## src/rtl/mac_arb_pkg.sv

```systemverilog
// Shared types, constants and the operand-slice helper for the MAC arbiter.
package mac_arb_pkg;

  typedef enum logic [1:0] {IDLE, WAIT, RESP} state_t;

  localparam int          DEFAULT_DATA_WIDTH = 16;
  localparam int unsigned OPS_CNT_WIDTH      = 16;
  localparam int unsigned LAT_CNT_WIDTH      = 4;
  localparam int unsigned OPERANDS           = 4;

  // Bit offset of operand opnd (0 = input_1, the MSB word) of requester req.
  function automatic int unsigned operand_offset(input int unsigned req,
                                                 input int unsigned opnd,
                                                 input int unsigned width);
    return (req * OPERANDS + (OPERANDS - 1 - opnd)) * width;
  endfunction

endpackage

```

## src/rtl/mac_arbiter_rr_arbiter.sv

```systemverilog
// Combinational round-robin picker: first asserted request at or above rr_ptr, wrapping.
module rr_arbiter #(
  parameter int NUM_REQ  = 4,
  parameter int ID_WIDTH = $clog2(NUM_REQ)
) (
  input  logic [NUM_REQ-1:0]  req,
  input  logic [ID_WIDTH-1:0] rr_ptr,
  output logic [NUM_REQ-1:0]  grant,
  output logic [ID_WIDTH-1:0] grant_idx
);

  localparam int unsigned NR = NUM_REQ;

  logic                found;
  int unsigned         cand;
  logic [ID_WIDTH-1:0] cand_idx;

  always_comb begin
    grant     = '0;
    grant_idx = '0;
    found     = 1'b0;
    cand      = 0;
    cand_idx  = '0;
    for (int unsigned off = 0; off < NR; off++) begin
      cand     = (32'(rr_ptr) + off) % NR;
      cand_idx = ID_WIDTH'(cand);
      if (!found && req[cand_idx]) begin
        grant[cand_idx] = 1'b1;
        grant_idx       = cand_idx;
        found           = 1'b1;
      end
    end
  end

endmodule

```

## src/rtl/mac_arbiter.sv

```systemverilog
// Round-robin front end sharing one combinational MAC datapath between NUM_REQ requesters.
module mac_arbiter
  import mac_arb_pkg::*;
#(
  parameter int NUM_REQ     = 4,
  parameter int DATA_WIDTH  = DEFAULT_DATA_WIDTH,
  parameter int MAC_LATENCY = 1,
  parameter int ID_WIDTH    = 2
) (
  input  logic                            s_axi_aclk,
  input  logic                            s_axi_aresetn,
  input  logic [NUM_REQ-1:0]              req_valid,
  input  logic [NUM_REQ*4*DATA_WIDTH-1:0] req_data,
  output logic [NUM_REQ-1:0]              req_ready,
  output logic [DATA_WIDTH-1:0]           mac_input_1,
  output logic [DATA_WIDTH-1:0]           mac_input_2,
  output logic [DATA_WIDTH-1:0]           mac_input_3,
  output logic [DATA_WIDTH-1:0]           mac_input_4,
  input  logic [DATA_WIDTH-1:0]           mac_output_1,
  input  logic [DATA_WIDTH-1:0]           mac_output_2,
  output logic                            rsp_valid,
  output logic [ID_WIDTH-1:0]             rsp_id,
  output logic [2*DATA_WIDTH-1:0]         rsp_data,
  input  logic                            rsp_ready,
  output logic                            busy,
  output logic [OPS_CNT_WIDTH-1:0]        ops_done
);

  if (ID_WIDTH != $clog2(NUM_REQ)) begin : g_bad_id_width
    $error("mac_arbiter: ID_WIDTH must equal clog2(NUM_REQ)");
  end
  if (NUM_REQ < 2 || NUM_REQ > 8) begin : g_bad_num_req
    $error("mac_arbiter: NUM_REQ must be within 2..8");
  end
  if (MAC_LATENCY < 1 || MAC_LATENCY > 15) begin : g_bad_latency
    $error("mac_arbiter: MAC_LATENCY must be within 1..15");
  end

  state_t                   state, state_next;
  logic [ID_WIDTH-1:0]      rr_ptr, granted, next_ptr;
  logic [LAT_CNT_WIDTH-1:0] counter;
  logic [NUM_REQ-1:0]       grant;
  logic [ID_WIDTH-1:0]      grant_idx;
  logic                     hs, done;
  logic [DATA_WIDTH-1:0]    sel_op [OPERANDS];

  rr_arbiter #(
    .NUM_REQ  (NUM_REQ),
    .ID_WIDTH (ID_WIDTH)
  ) u_rr (
    .req       (req_valid),
    .rr_ptr    (rr_ptr),
    .grant     (grant),
    .grant_idx (grant_idx)
  );

  always_ff @(posedge s_axi_aclk or negedge s_axi_aresetn) begin
    if (!s_axi_aresetn) state <= IDLE;
    else                state <= state_next;
  end

  always_comb begin
    state_next = state;
    case (state)
      IDLE:    if (hs) state_next = WAIT;
      WAIT:    if (counter == LAT_CNT_WIDTH'(1)) state_next = RESP;
      RESP:    if (rsp_ready) state_next = IDLE;
      default: state_next = IDLE;
    endcase
  end

  // req_ready is also gated by reset so it reads 0 while reset is held.
  always_comb begin
    req_ready = (state == IDLE && s_axi_aresetn) ? grant : '0;
    hs        = |(req_valid & req_ready);
    done      = (state == RESP) && rsp_ready;
    rsp_valid = (state == RESP);
    busy      = (state != IDLE);
  end

  always_comb begin
    for (int unsigned k = 0; k < OPERANDS; k++) sel_op[k] = '0;
    for (int unsigned i = 0; i < NUM_REQ; i++) begin
      if (grant_idx == ID_WIDTH'(i)) begin
        for (int unsigned k = 0; k < OPERANDS; k++)
          sel_op[k] = req_data[operand_offset(i, k, DATA_WIDTH) +: DATA_WIDTH];
      end
    end
  end

  assign next_ptr = (granted == ID_WIDTH'(NUM_REQ - 1)) ? '0 : granted + ID_WIDTH'(1);

  always_ff @(posedge s_axi_aclk or negedge s_axi_aresetn) begin
    if (!s_axi_aresetn) begin
      mac_input_1 <= '0;
      mac_input_2 <= '0;
      mac_input_3 <= '0;
      mac_input_4 <= '0;
      granted     <= '0;
      counter     <= '0;
      rsp_id      <= '0;
      rsp_data    <= '0;
      rr_ptr      <= '0;
      ops_done    <= '0;
    end else begin
      if (hs) begin
        mac_input_1 <= sel_op[0];
        mac_input_2 <= sel_op[1];
        mac_input_3 <= sel_op[2];
        mac_input_4 <= sel_op[3];
        granted     <= grant_idx;
        counter     <= LAT_CNT_WIDTH'(MAC_LATENCY);
      end else if (state == WAIT) begin
        counter <= counter - LAT_CNT_WIDTH'(1);
        if (counter == LAT_CNT_WIDTH'(1)) begin
          rsp_data <= {mac_output_1, mac_output_2};
          rsp_id   <= granted;
        end
      end
      if (done) begin
        ops_done <= ops_done + OPS_CNT_WIDTH'(1);
        rr_ptr   <= next_ptr;
      end
    end
  end

endmodule
```

## config.mk

```make
export PLATFORM = sky130hd
export DESIGN_NAME = mac_arbiter
export DESIGN_NICKNAME = d
export VERILOG_FILES = /design/src/rtl/mac_arb_pkg.sv /design/src/rtl/mac_arbiter_rr_arbiter.sv /design/src/rtl/mac_arbiter.sv
export SDC_FILE = /design/constraint.sdc
export NUM_CORES = 1
export LEC_CHECK = 0
export BUFFER_PORTS_ARGS = -buffer_cell sky130_fd_sc_hd__buf_2
export CAP_MARGIN = 25
export CELL_PAD_IN_SITES_DETAIL_PLACEMENT = 2
export CELL_PAD_IN_SITES_GLOBAL_PLACEMENT = 2
export CORE_UTILIZATION = 30
export CTS_CLUSTER_SIZE = 25
export DETAILED_ROUTE_END_ITERATION = 12
export PLACE_DENSITY_LB_ADDON = 0.1
export SLEW_MARGIN = 10
export SYNTH_ARGS = -nofsm -noshare
export SYNTH_HDL_FRONTEND = slang
export SYNTH_SLANG_ARGS = --single-unit
```

## constraint.sdc

```tcl
create_clock -name s_axi_aclk -period 6 [get_ports s_axi_aclk]
set_input_delay 0.3 -clock s_axi_aclk [delete_from_list [all_inputs] [get_ports s_axi_aclk]]
set_output_delay 0.3 -clock s_axi_aclk [all_outputs]
set_load 0.01 [all_outputs]
```

==> run_results.csv <==
group,metric,value,unit
run_status,status,"completed",
yosys,ys_seq_elements,124,
global_route,grt_max_degree,75,
yosys,syn_nets,901,
timing,setup_viol,0,
yosys,synthMuxAreaShare,43.3,%
setup_path,crit_slowest_cell,"o311a_4",
power_and_ir_drop,p_clk_share,16.3,%
power_and_ir_drop,p_seq_share,23.2,%
timing,worst_slew_pin_slew,995,ps
setup_path,arrival,4660,ps
worst_hold_path,holdPathStages,2,
yosys,avgSynthCellArea,13.1,sq um
timing,finalClockSkew,16.3,ps
power_and_ir_drop,ir_worst_vdd,0.000371,V
die,io_pins,415,
clock_tree,cts.sinks,124,
yosys,synth_ff_type,"dfrtp_1",
detailed_routing,first_pass_iters,4,
setup_path,slowest_delay,850,ps
die,dieArea,26700,sq um
setup_path,critPathCaptureType,"flop",
die,die_h,163,um
timing,hold_viol_final,0,
yosys,synth_top_area_share,39.7,%
yosys,yosys-top-cells-count,"194 x mux2i_1, 124 x dfrtp_1, 65 x mux2_4",
clock_tree,cts_tree,"done",
clock_tree,numCtsBuffers,17,
detailed_routing,wl_per_cell,21.1,um
yosys,synth_top_family_by_area,"multiplexers",
clock_tree,postCtsSetupRepairBufs,0,
yosys,synth_edf_count,0,
final_layout,area_growth,36.7,%
detailed_routing,viasPerCell,4.74,
yosys,seq_area_frac_synth,39.7,%
clock_tree,hold_buffers,1,
clock_tree,cts_resized,0,
power_and_ir_drop,swShare,40.1,%
setup_path,cp_max_fo,50,
place,dp_hpwl,22100,um
die,core.rowCount,58,
clock_tree,htreeDepth,4,
die,core,25300,sq um
setup_path,path_buf_inv,2,
setup_path,reg2reg_to,"mac_input_2[14]",
global_route,grtUsageMet2,36.8,%
place,gp_congestion,0.806,
yosys,synth.most_common_cell,"mux2i_1",
global_route,met3_usage,7.77,%
timing,fmax,230,MHz
setup_path,required,6310,ps
power_and_ir_drop,p_leak,5.79,nW
setup_path,path_cells,"inv_1 -> ha_1 -> mux4_2 -> nor3b_4 -> o311a_4 -> buf_4 -> mux2i_1 -> mux2_4",
yosys,async_flop_share,100,%
detailed_routing,drt-total-wl,28500,um
place,portBuffers,414,
timing,slew_violations,0,
setup_path,worstSetupStartpointType,"flop",
clock_tree,path_clk_slew,70,ps
place,placed_area,10000,sq um
flow_run,drv_cap,0,
final_layout,final_core_util,42.1,%
yosys,yosys.area_share.adder,1.76,%
final_layout,stdcell_area,10700,sq um
final_layout,nets,1306,
yosys,synth-compound-area-share,3.21,%
power_and_ir_drop,p_int,3.86,mW
timing,period_needed,4350,ps
setup_path,regToRegSetupSlack,1650,ps
clock_tree,clock_latency,430,ps
timing,rsz0062_at_grt,"false",
final_layout,final_layout_size_suffix_gt1_share,56.4,%
power_and_ir_drop,pwr-share-comb,60.5,%
global_route,antenna_found_initial,11,
place,pre_cts_ws,1680,ps
global_route,globalRouteOverflowTotal,0,
global_route,grt_pass1_wl,41000,um
yosys,synth_simple_gate_area_share,4.73,%
clock_tree,clockBufferDepth,2,
worst_hold_path,hold_start,"mac_output_2[6]",
power_and_ir_drop,p_per_area,604,nW/um^2
yosys,netlist_top_cells_area,"dfrtp_1 40%, mux2i_1 25%, mux2_4 13%, mux2_2 5.0%, buf_6 3.8%",
power_and_ir_drop,power.switching,2.59,mW
detailed_routing,ant_nets,0,
clock_tree,cts-root-buf,"clkbuf_16",
timing,period_share,72.4,%
detailed_routing,drtIter0Drc,126,
setup_path,crit_family,"multiplexers",
die,start_util,30.8,%
yosys,syn_inst,595,
yosys,synth_xor_xnor_area_share,1.91,%
setup_path,r2r-start,"rr_ptr[0]",
setup_path,reg2reg_depth,8,
die,die_w,163,um
detailed_routing,vias,6398,
yosys,ys_warn_count,0,
timing,max_slew_margin,33.6,%
timing,fin_setup_tns,0,ps
yosys,syn_area,7810,sq um
worst_hold_path,holdPathEnd,"rsp_data[6]",
detailed_routing,remaining_drc_errors,0,
yosys,post-synth-top-area-cell,"dfrtp_1",
yosys,synth_cell_types,46,
setup_path,worst-setup-path-type,"reg -> reg",
global_route,grt_util_all_layers,20.8,%
worst_hold_path,hold_class,"in -> reg",
global_route,grt-busiest-layer,"met2",
global_route,grt_pass1_vias,6883,
global_route,use_met1,23.2,%
timing,worst_slack,1650,ps
==> layout make-up <==
type | count | area (sq um)
inverters | 9 | 33.8
clock inverters | 14 | 148
diodes | 6 | 15.0
multi-input cells | 424 | 4300
fillers | 2760 | 14700
clock buffers | 18 | 439
flip-flops and latches | 124 | 3100
well taps | 330 | 413
repair buffers | 424 | 2210
==> metrics by stage <==
stage / hold WS, ps / total power, mW / std cells
finish: 100 / 6.44 / 1349
global placement: 309 / 5.39 / 1309
CTS: 76.5 / 6.57 / 1342
global route: 88.1 / 6.84 / 1345
detailed placement: 308 / 5.48 / 1309
floorplan: 4.41 / 4.53 / 595
==> cells by family (layout without fill, tap and decap cells) <==
family | count (synthesis) | after routing
buffers and inverters | 47 | 465
and+or+nand+nor | 69 | 69
AOI/OAI and AO/OA | 30 | 30
adders and majority gates | 11 | 11
xor gates and xnor gates | 17 | 17
muxes | 297 | 297
other | 0 | 6
DFF | 124 | 124
==> routing by layer <==
| layer | part of all wire (%) | vias up |
|---|---|---|
| li1 | - | 2975 |
| met1 | 39 | 3134 |
| met2 | 51 | 252 |
| met3 | 8.5 | 27 |
| met4 | 1.0 | 10 |
| met5 | 0.25 | - |
==> cell usage in the layout (no fill, tap or decap), drive strengths merged, types with 10 or more instances in the layout <==
| master | n |
|---|---|
| dfrtp | 124 |
| mux2 | 100 |
| clkbuf | 18 |
| mux2i | 194 |
| ha | 11 |
| nand2 | 16 |
| inv | 19 |
| xnor2 | 10 |
| buf | 423 |
| nor2 | 15 |
==> worst register-to-register path: cells and delay by family, from the launching register on <==
| family | cells | cell delay [ps] |
|---|---|---|
| AO/OA/AOI/OAI | 1 | 850 |
| adder cells (fa/ha/maj) | 1 | 510 |
| buffers and inverters | 2 | 830 |
| flip-flops | 1 | 720 |
| multiplexers | 3 | 1020 |
| AND/OR/NAND/NOR | 1 | 310 |
==> flip-flops by register name, indices dropped and copies added (netlist names) <==
name         cells
mac_input_2     16
rsp_data        32
ops_done        16
granted          2
mac_input_4     16
mac_input_3     16
counter          4
mac_input_1     16
state            2
rsp_id           2
rr_ptr           2
==> how the worst max path moves through the flow <==
stage / start / to / slack, ps / cells after the start
floorplan: rr_ptr[0] / granted[1] / 2840 / 11
global placement: rr_ptr[0] / mac_input_2[12] / 1780 / 8
detailed placement: rr_ptr[0] / mac_input_2[14] / 1680 / 8
CTS: rr_ptr[0] / mac_input_2[14] / 1650 / 8
global route: rr_ptr[0] / mac_input_2[14] / 1420 / 8
finish: rr_ptr[0] / mac_input_2[14] / 1650 / 8
==> power groups by stage <==
stage | Sequential (mW) | Combinational, mW | Clock (mW)
floorplan | 1.62 | 2.91 | 0
global placement | 1.49 | 3.91 | 0
detailed placement | 1.50 | 3.98 | 0
CTS | 1.50 | 3.99 | 1.09
global route | 1.54 | 4.18 | 1.11
finish | 1.49 | 3.90 | 1.05
Note: power is estimated with default switching activity, not from simulation.
